### src/rtl/regbank_pkg.sv
// Shared defaults for the 2R/1W register bank.
// Data width, select width and reset value.
package regbank_pkg;

  localparam int WIDTH_DEF  = 16;
  localparam int ADDR_W_DEF = 3;

  localparam logic [WIDTH_DEF-1:0] RESVAL_DEF = '0;

endpackage

### src/rtl/regbank_scoreboard.sv
// Pending-write scoreboard, one busy bit per register.
// Issue sets, retire clears, issue wins on collision.
module regbank_scoreboard
  import regbank_pkg::*;
#(
  parameter int ADDR_W  = ADDR_W_DEF,
  parameter bit ZERO_R0 = 1'b0,
  localparam int NREGS  = 2 ** ADDR_W
) (
  input  logic              clk,
  input  logic              reset,
  input  logic              iss_en,
  input  logic [ADDR_W-1:0] iss_sel,
  input  logic              wen,
  input  logic [ADDR_W-1:0] wsel,
  output logic [NREGS-1:0]  busy_vec
);

  logic [NREGS-1:0] busy_q;
  logic [NREGS-1:0] busy_d;

  // next busy: clear on retire, then set on issue
  always_comb begin
    busy_d = busy_q;
    if (wen) busy_d[wsel] = 1'b0;
    if (iss_en) busy_d[iss_sel] = 1'b1;
    if (ZERO_R0) busy_d[0] = 1'b0;
  end

  // busy bits, async clear
  always_ff @(posedge clk or posedge reset) begin
    if (reset) busy_q <= '0;
    else       busy_q <= busy_d;
  end

  assign busy_vec = busy_q;

endmodule

### src/rtl/regbank_mp.sv
// 2-read/1-write register bank with write bypass
// and a pending-write scoreboard.
module regbank_mp
  import regbank_pkg::*;
#(
  parameter int              WIDTH   = WIDTH_DEF,
  parameter int              ADDR_W  = ADDR_W_DEF,
  parameter bit              ZERO_R0 = 1'b0,
  parameter bit              BYPASS  = 1'b1,
  parameter logic [WIDTH-1:0] RESVAL = WIDTH'(RESVAL_DEF),
  localparam int             NREGS   = 2 ** ADDR_W
) (
  input  logic              clk,
  input  logic              reset,
  input  logic              wen,
  input  logic [ADDR_W-1:0] wsel,
  input  logic [WIDTH-1:0]  wdata,
  input  logic [ADDR_W-1:0] rsel_a,
  output logic [WIDTH-1:0]  rdata_a,
  output logic              busy_a,
  input  logic [ADDR_W-1:0] rsel_b,
  output logic [WIDTH-1:0]  rdata_b,
  output logic              busy_b,
  input  logic              iss_en,
  input  logic [ADDR_W-1:0] iss_sel,
  output logic [NREGS-1:0]  busy_vec
);

  logic [WIDTH-1:0] regs_q [NREGS];
  logic [WIDTH-1:0] regs_d [NREGS];
  logic             wr_ok;
  logic             fwd_a;
  logic             fwd_b;

  // r0 is hard-wired when ZERO_R0, so its writes are dropped
  assign wr_ok = wen && !(ZERO_R0 && wsel == '0);
  // no forwarding while reset holds the bank at RESVAL
  assign fwd_a = BYPASS && wr_ok && !reset && wsel == rsel_a;
  assign fwd_b = BYPASS && wr_ok && !reset && wsel == rsel_b;

  // next storage state: single write port
  always_comb begin
    regs_d = regs_q;
    if (wr_ok) regs_d[wsel] = wdata;
  end

  // storage array, async load of RESVAL
  always_ff @(posedge clk or posedge reset) begin
    if (reset) begin
      for (int i = 0; i < NREGS; i++) regs_q[i] <= RESVAL;
    end else begin
      regs_q <= regs_d;
    end
  end

  regbank_scoreboard #(
    .ADDR_W  (ADDR_W),
    .ZERO_R0 (ZERO_R0)
  ) u_sb (
    .clk      (clk),
    .reset    (reset),
    .iss_en   (iss_en),
    .iss_sel  (iss_sel),
    .wen      (wen),
    .wsel     (wsel),
    .busy_vec (busy_vec)
  );

  // read muxes with forwarding and r0 masking
  always_comb begin
    rdata_a = regs_q[rsel_a];
    busy_a  = busy_vec[rsel_a];
    rdata_b = regs_q[rsel_b];
    busy_b  = busy_vec[rsel_b];
    if (fwd_a) begin
      rdata_a = wdata;
      busy_a  = 1'b0;
    end
    if (fwd_b) begin
      rdata_b = wdata;
      busy_b  = 1'b0;
    end
    if (ZERO_R0 && rsel_a == '0) rdata_a = '0;
    if (ZERO_R0 && rsel_b == '0) rdata_b = '0;
  end

endmodule

### config.mk
export PLATFORM = sky130hd
export DESIGN_NAME = regbank_mp
export DESIGN_NICKNAME = d
export VERILOG_FILES = /design/src/rtl/regbank_pkg.sv /design/src/rtl/regbank_scoreboard.sv /design/src/rtl/regbank_mp.sv
export SDC_FILE = /design/constraint.sdc
export NUM_CORES = 1
export LEC_CHECK = 0
export ABC_AREA = 0
export BUFFER_PORTS_ARGS = -buffer_cell sky130_fd_sc_hd__buf_2
export CAP_MARGIN = 20
export CORE_ASPECT_RATIO = 2
export CORE_MARGIN = 1.5
export CORE_UTILIZATION = 55
export CTS_CLUSTER_SIZE = 16
export DETAILED_ROUTE_END_ITERATION = 7
export GPL_TIMING_DRIVEN = 0
export PLACE_DENSITY = 0.72
export SLEW_MARGIN = 20
export SYNTH_ARGS = -nofsm -noshare
export SYNTH_HDL_FRONTEND = slang
export SYNTH_SLANG_ARGS = --single-unit
export TNS_END_PERCENT = 1
### constraint.sdc
create_clock -name clk -period 4.6 [get_ports clk]
set_input_delay 0.23 -clock clk [delete_from_list [all_inputs] [get_ports clk]]
set_output_delay 0.23 -clock clk [all_outputs]
set_load 0.05 [all_outputs]
==> flow_summary.ini, run 1 <==
[cells_and_area]
finalNetCount = 591
final_common_cell = mux2_2
diodes = 0
area_growth_pct = 14.1
drive_gt1_share_pct = 59.2
final-instance-count-excl-fill = 763
mostFrequentLayoutCells = mux2_2 (180), dfrtp_1 (136), buf_2 (55)

[worst_setup_path]
rrSetupSlack_ns = 3.78
r2r_cells = 1
worstSetupPathType = input port to output port
arrival_ns = 2.47
r2r-end = regs_q[30]
worst_ep_required_time_ns = 4.37
path_max_fanout = 10
r2r-start = regs_q[30]
endpoint_kind = output port
start_kind = input port

[logic_synthesis]
seq_area_frac_synth_pct = 42.8
synth_edf_count = 0
synth.cell_area_sq_um = 7950
syn-num-nets = 523
synth.ff_latch_count = 136
ys_warn_count = 0
synth.avg_cell_area_sq_um = 16.2
ys.flop_type = dfrtp_1
ys_types = 25
synth-async-reset-ratio_pct = 100
syn_inst = 491

[drt]
drtIter0Drc = 251
dr.pass1.iters = 4
routed_via_density = 6.30
drc = 0
vias = 4809
routedWlPerCell_um = 25.7
wl_um = 19600
ant_nets = 0

[sta]
finalMaxSlewViolations = 0
setup_viol = 0
fmax_mhz = 370
finalHoldViolations = 0
slew_headroom_pct = 38.2
rsz0062_at_grt = false
final.setup.worst_slack_ns = 1.90
fin_tns_setup_ns = 0
fin_crit_sh_pct = 58.8
fin_worst_skew_ns = 0
fin_crit_ns = 2.70
worst_pin_slew_ns = 0.922

[worst_hold_path]
hold_depth = 2
min_path_type = input port to flip-flop
worstHoldStart = iss_sel[2]
min_to = u_sb.busy_vec[0]

[global_route]
grt_pass1_wl_um = 30000
grt_pass1_vias = 5264
grt_usage_pct = 27.6
grt_max_degree = 101
grt_overflow = 0
antenna_found_initial = 0

[placement]
gp_congestion = 0.760
place_worst_setup_slack_ns = 1.88
port-buffer-count = 47
dp.cells = 731
dp_hpwl_um = 13500

[clock_network]
cts.reportedPaths.clkPinSlew_ns = 0.06
cts-buffers-inserted = 17
post_cts_buffers = 0
cts-htree-levels = 4
cts.sinks = 136
clk_path_buf_depth = 2
cts_tree = built
cts_hold_buf = 1
root_buffer = clkbuf_16
clkLatencyLatePin_ns = 0.42
postCtsResizedCells = 0

[die]
die_h_um = 173
rows = 62
start_util_pct = 55.7
dieArea_sq_um = 15200
core_area_sq_um = 14300
die_width_um = 88.0
io_pins = 74

[pwr]
ir_worst_vdd_uv = 343
leakage_uw = 0.00390
power-per-cell-area_nw_per_um2 = 489

[run]
cap_viol_max_count = 0

[run_status]
outcome = finished, final reports clean
[registers in the layout (all words and copies together), names as in the netlist]
register	flops
regs_q	128
u_sb.busy_vec	8
[worst max path at each step]
stage / from / end / slack (ns) / cells past startpoint
CTS: rsel_b[2] / rdata_b[6] / 1.89 / 5
global route: rsel_a[2] / rdata_a[6] / 1.86 / 5
finish: reset / rdata_a[6] / 1.90 / 7
detailed placement: rsel_a[2] / rdata_a[6] / 1.88 / 5
global placement: reset / u_sb.busy_vec[4] / -0.77 / 2
floorplan: reset / regs_q[0] / 0.73 / 1
[cell usage after synthesis (3+ instances only)]
cell | count | area (sq um)
inv_1 | 5 | 18.8
mux2_2 | 180 | 2030
xnor2_1 | 6 | 52.6
o21ai_0 | 4 | 20.0
buf_1 | 16 | 60.1
mux2_4 | 14 | 210
nand4b_1 | 3 | 26.3
buf_4 | 14 | 105
nand2_1 | 7 | 26.3
buf_2 | 8 | 40.0
dfrtp_1 | 136 | 3400
buf_6 | 3 | 33.8
buf_12 | 4 | 80.1
nand2b_1 | 4 | 25.0
mux4_2 | 30 | 676
clkbuf_1 | 5 | 18.8
mux4_1 | 38 | 998
[layout make-up]
cell class / instances / area [sq um]
Multi-Input combinational cell: 300 / 4190
Buffer: 50 / 338
Fill cell: 1126 / 5210
Inverter: 5 / 26.3
Timing Repair Buffer: 49 / 273
Clock buffer: 18 / 429
Tap cell: 192 / 240
Clock inverter: 13 / 171
Sequential cell: 136 / 3400
[worst max-delay path, cell delays in order]
cell and delay, ns:
dlygate4sd3_1 0.53, buf_2 0.16, nor2b_1 0.24, nand4_2 0.39, buf_4 0.38, mux2_2 0.27
buf_2 0.26
[metrics by stage]
stage / util [%] / area, sq um / hold slack (ns) / power [uW]
6_report: 63.5 / 9070 / 0.0572 / 4430
5_1_grt: 63.5 / 9070 / 0.0742 / 4610
4_1_cts: 63.5 / 9070 / 0.0558 / 4460
3_5_place_dp: 59.2 / 8460 / 0.235 / 3060
3_3_place_gp: 59.0 / 8420 / 0.493 / 2980
2_1_floorplan: - / 7950 / 0.340 / 2750
[report_power, final]
group          total [uW]  switching, uW  internal (uW)  leakage, uW
logic                1390            715            670      0.00200
clock network        1400            545            856     0.000276
registers            1650            187           1460      0.00163
total                4430           1450           2990      0.00390
[routing by layer]
metal | vias to the layer above | part of all wire [%] | wire length [um] | global-route usage, %
li1 | 2071 | - | - | -
met2 | 143 | 59 | 11500 | 51.2
met4 | 0 | 2.5 | 489 | 10.7
met3 | 37 | 3.6 | 697 | 5.35
met1 | 2558 | 35 | 6890 | 29.5
met5 | - | 0 | 0 | 0
[cells by family after synthesis]
kind of cell	count (synthesis)	share of synthesized area, %
AOI/OAI and AO/OA	8	0.630
xor gates and xnor gates	6	0.661
buffers and inverters	55	4.49
DFF	136	42.8
muxes	262	49.2
and+or+nand+nor	24	2.17
No activity file was read; power rests on OpenSTA's default activity.
==> run 2, diff against run 1 <==
CORE_UTILIZATION = 54   (was 55)
PLACE_DENSITY = 0.73   (was 0.72)
clock period = 2.35 ns   (was 4.6 ns; I/O delays follow)
==> flow_summary.ini, run 2 (synthesis results as in run 1) <==
[clock_network]
cts.reportedPaths.clkPinSlew_ns = 0.06
cts-buffers-inserted = 17
cts.sinks = 136
clk_path_buf_depth = 2
root_buffer = clkbuf_16
clkLatencyLatePin_ns = 0.42
cts_tree = built
cts-htree-levels = 4
post_cts_buffers = 0

[placement]
gp_congestion = 0.763
dp.cells = 734
port-buffer-count = 47
placed_cell_area_sq_um = 8510
dp_hpwl_um = 13900

[sta]
setup_viol = 0
finalHoldViolations = 0
fin_crit_sh_pct = 98.2
fmax_mhz = 433
fin_worst_skew_ns = 0
rsz0062_at_grt = false
worst_pin_slew_ns = 1.01
finalMaxSlewViolations = 0
fin_crit_ns = 2.31
slew_headroom_pct = 32.6

[cells_and_area]
final-instance-count-excl-fill = 769
finalNetCount = 597
regMostFlops = regs_q
n_fill_cell = 1009
stdcell_area_sq_um = 9250
area_growth_pct = 16.4
final_common_cell = mux2_2
largest_reg_flops = 128
drive_gt1_share_pct = 59.4
diodes = 0
mostFrequentLayoutCells = mux2_2 (180), dfrtp_1 (136), buf_2 (55)

[pwr]
ir_worst_vdd_uv = 640
leakage_uw = 0.00400
power-per-cell-area_nw_per_um2 = 987

[worst_setup_path]
r2r_cells = 3
rrSetupSlack_ns = 1.16
worstSetupPathType = input port to output port
path_max_fanout = 10
r2r-start = u_sb.busy_vec[0]
cpMaxStageDelayCell = clkbuf_1
endpoint_kind = output port
path_cells = clkbuf_1 -> xnor2_1 -> nand4_2 -> buf_4 -> mux2_4 -> buf_2
r2r-end = u_sb.busy_vec[0]
arrival_ns = 2.19
slowest_delay_ns = 0.51
start_kind = input port
worst_ep_required_time_ns = 2.23

[global_route]
grt_usage_pct = 27.9
grt_max_degree = 35
grt_pass1_vias = 5359
grt_pass1_wl_um = 30700
grt_overflow = 0
antenna_found_initial = 0

[drt]
drt-met1-wl_um = 7020
route.met3.wl_um = 630
top_layer_used = met4
wl_met2_um = 11700
ant_nets = 0
routed_via_density = 6.26
dr.pass1.iters = 4
vias = 4813
drtIter0Drc = 212
routedWlPerCell_um = 25.9
drc = 0
wl_um = 19900

[die]
io_pins = 74
die_width_um = 88.8
start_util_pct = 55.4
dieArea_sq_um = 15500
core_area_sq_um = 14400
die_h_um = 175
rows = 62

[worst_hold_path]
worstHoldStart = iss_sel[1]
min_path_type = input port to flip-flop
hold_depth = 3
min_to = u_sb.busy_vec[2]

[run_status]
outcome = finished, final reports clean

[run]
cap_viol_max_count = 0
[run 2: cell types whose count changed in the layout (fill, tap and decap cells not counted), moves of 2 or more]
cell and change:
clkinv_4 +2, clkinvlp_4 -3, buf_12 +4, bufinv_16 +4, clkbuf_2 +2, clkbuf_8 +2
clkbuf_1 -2, dlygate4sd3_1 +3, inv_6 -4
[run 2: layer usage]
layer	vias to the layer above	track usage (%)
li1	2069	-
met1	2576	30.3
met2	131	51.5
met3	37	4.89
met4	0	11.7
met5	-	0
[run 2: what timing repair did]
item                                   4_1_cts  5_1_grt
setup endpoints to repair                   17        0
endpoints found under the hold margin       21        0
resized for setup                            2        0
hold buffers                                 4        0
[run 2: stage by stage]
stage	worst slack (ns)	util, %	setup TNS (ns)	power, uW	hold slack, ns
CTS	0.0605	64.4	0	9170	0.0363
floorplan	0.539	-	0	5380	0.228
finish	0.0417	64.4	0	9130	0.0394
global placement	-0.255	58.7	-34.99	5820	0.378
global route	0.0167	64.4	0	9470	0.0564
detailed placement	-0.0612	59.3	-0.319	5990	0.208
[run 2: power breakdown]
group | internal (uW) | leakage, uW | switching, uW
logic | 1330 | 0.00204 | 1410
clock network | 2150 | 0.000336 | 1010
registers | 2860 | 0.00163 | 370
[run 2: worst max path at each step]
stage / cells after the start / endpoint / slack (ns) / startpoint
after floorplan: 1 / regs_q[0] / 0.54 / reset
after global placement: 2 / regs_q[67] / -0.25 / reset
after detailed placement: 5 / rdata_a[6] / -0.06 / rsel_a[2]
after CTS: 6 / rdata_a[13] / 0.06 / rsel_a[2]
after global routing: 6 / rdata_a[13] / 0.02 / rsel_a[2]
final: 6 / rdata_a[13] / 0.04 / rsel_a[2]
[run 2: layout make-up]
type                       count  area (sq um)  share of cell area, %
multi-input combinational    300          4190                   45.3
timing repair buffer          55           355                   3.84
tap                          192           240                   2.60
inverter                       5          22.5                  0.244
clock buffer                  20           457                   4.94
clock inverter                11           244                   2.64
buffer                        50           340                   3.68
sequential                   136          3400                   36.8
[run 2: critical path: cells and delay by family]
kind,cells,cell delay (ns)
simple gates,1,0.41
buf+inv,3,1.10
xor+xnor,1,0.22
mux,1,0.32
==> run 3, diff against run 2 <==
CORE_UTILIZATION = 55   (was 54)
PLACE_DENSITY = 0.72   (was 0.73)
clock period = 2.9 ns   (was 2.35 ns; I/O delays follow)
==> flow_summary.ini, run 3 (synthesis results as in run 1) <==
[run_status]
outcome = finished, final reports clean

[worst_setup_path]
arrival_ns = 2.38
endpoint_kind = output port
path_cells = dlygate4sd3_1 -> buf_2 -> nor2b_1 -> nand4_2 -> buf_4 -> mux2_4 -> buf_2
worstSetupPathType = input port to output port
worst_ep_required_time_ns = 2.76
slowest_delay_ns = 0.53
crit_top_cell = buf_2
start_kind = input port
path_max_fanout = 10
cpMaxStageDelayCell = dlygate4sd3_1

[placement]
port-buffer-count = 47
place_worst_setup_slack_ns = 0.470
placed_cell_area_sq_um = 8510
dp_hpwl_um = 13800
gp_congestion = 0.799
dp.cells = 734

[global_route]
antenna_found_initial = 0
grt_max_degree = 35
grt_pass1_vias = 5315
grt_overflow = 0
grt_pass1_wl_um = 30400
grt_usage_pct = 27.9

[drt]
vias = 4755
dr.pass1.iters = 5
ant_nets = 0
routedWlPerCell_um = 25.5
routed_via_density = 6.18
drtIter0Drc = 316
wl_um = 19600
drc = 0

[sta]
rsz0062_at_grt = false
final.setup.worst_slack_ns = 0.374
fin_worst_skew_ns = 0
fin_tns_setup_ns = 0
setup_viol = 0
slew_headroom_pct = 38.5
fin_crit_ns = 2.53
whs_ns = 0.0885
finalHoldViolations = 0
fmax_mhz = 396
fin_crit_sh_pct = 87.1
worst_pin_slew_ns = 0.919
finalMaxSlewViolations = 0

[clock_network]
cts-htree-levels = 4
cts.reportedPaths.clkPinSlew_ns = 0.05
cts-buffers-inserted = 17
clkLatencyLatePin_ns = 0.42
cts.sinks = 136
root_buffer = clkbuf_16
cts_tree = built
post_cts_buffers = 0
postCtsResizedCells = 0
clk_path_buf_depth = 2

[die]
core_area_sq_um = 14300
start_util_pct = 55.7
io_pins = 74
die_h_um = 173
dieArea_sq_um = 15200
rows = 62
die_width_um = 88.0

[cells_and_area]
regMostFlops = regs_q
area_growth_pct = 15.4
drive_gt1_share_pct = 59.1
n_fill_cell = 1100
mostFrequentLayoutCells = mux2_2 (180), dfrtp_1 (136), buf_2 (55)
largest_reg_flops = 128
final-instance-count-excl-fill = 769
final_common_cell = mux2_2
diodes = 0
finalNetCount = 597
stdcell_area_sq_um = 9170

[pwr]
power-per-cell-area_nw_per_um2 = 776
leakage_uw = 0.00397
ir_worst_vdd_uv = 665

[run]
cap_viol_max_count = 0

[worst_hold_path]
min_path_type = input port to flip-flop
-- run 3: layer usage --
layer  routed length (um)  global-route usage (%)  vias to the layer above
li1                     -                       -                     2071
met1                 7110                    31.0                     2557
met2                11500                    51.6                       98
met3                  528                    4.39                       29
met4                  504                    10.3                        0
met5                    0                       0                        -
-- run 3: critical path, delay by kind of cell --
kind | cells | cell delay (ns)
and+or+nand+nor | 2 | 0.61
buffers and inverters | 4 | 1.28
muxes | 1 | 0.32
-- run 3: repair_timing --
item,4_1_cts,5_1_grt
hold buffers,4,0
endpoints found under the hold margin,23,0
setup endpoints to repair,0,0
-- run 3: per-stage QoR --
step | total power, uW | util, %
floorplan | 4360 | -
global placement | 4720 | 59.0
detailed placement | 4850 | 59.6
CTS | 7140 | 64.3
global route | 7400 | 64.3
finish | 7120 | 64.3
-- run 3: layout make-up --
type,count,area [sq um],share of cell area (%)
Multi-Input combinational cell,300,4190,45.6
Sequential cell,136,3400,37.1
Clock buffer,19,443,4.83
Timing Repair Buffer,55,363,3.96
Buffer,50,338,3.68
Tap cell,192,240,2.62
Clock inverter,12,175,1.91
Inverter,5,22.5,0.246
-- run 3: path summary, 6_finish.rpt --
| kind | startpoint | to | slack [ns] | cells after the start |
|---|---|---|---|---|
| setup / recovery | reset | rdata_a[9] | 0.37 | 7 |
| hold / removal | iss_sel[1] | u_sb.busy_vec[2] | 0.09 | 3 |
| setup reg to reg | u_sb.busy_vec[0] | u_sb.busy_vec[0] | 1.67 | 3 |
| hold reg to reg | regs_q[44] | regs_q[44] | 0.52 | 1 |
| max in group asynchronous | reset | regs_q[56] | 1.59 | 6 |
| min in group asynchronous | reset | regs_q[35] | 0.35 | 3 |
-- run 3: where the power goes --
part	switching (uW)	internal (uW)	leakage, uW
logic	1140	1080	0.00203
clock network	843	1460	0.000307
registers	289	2320	0.00163
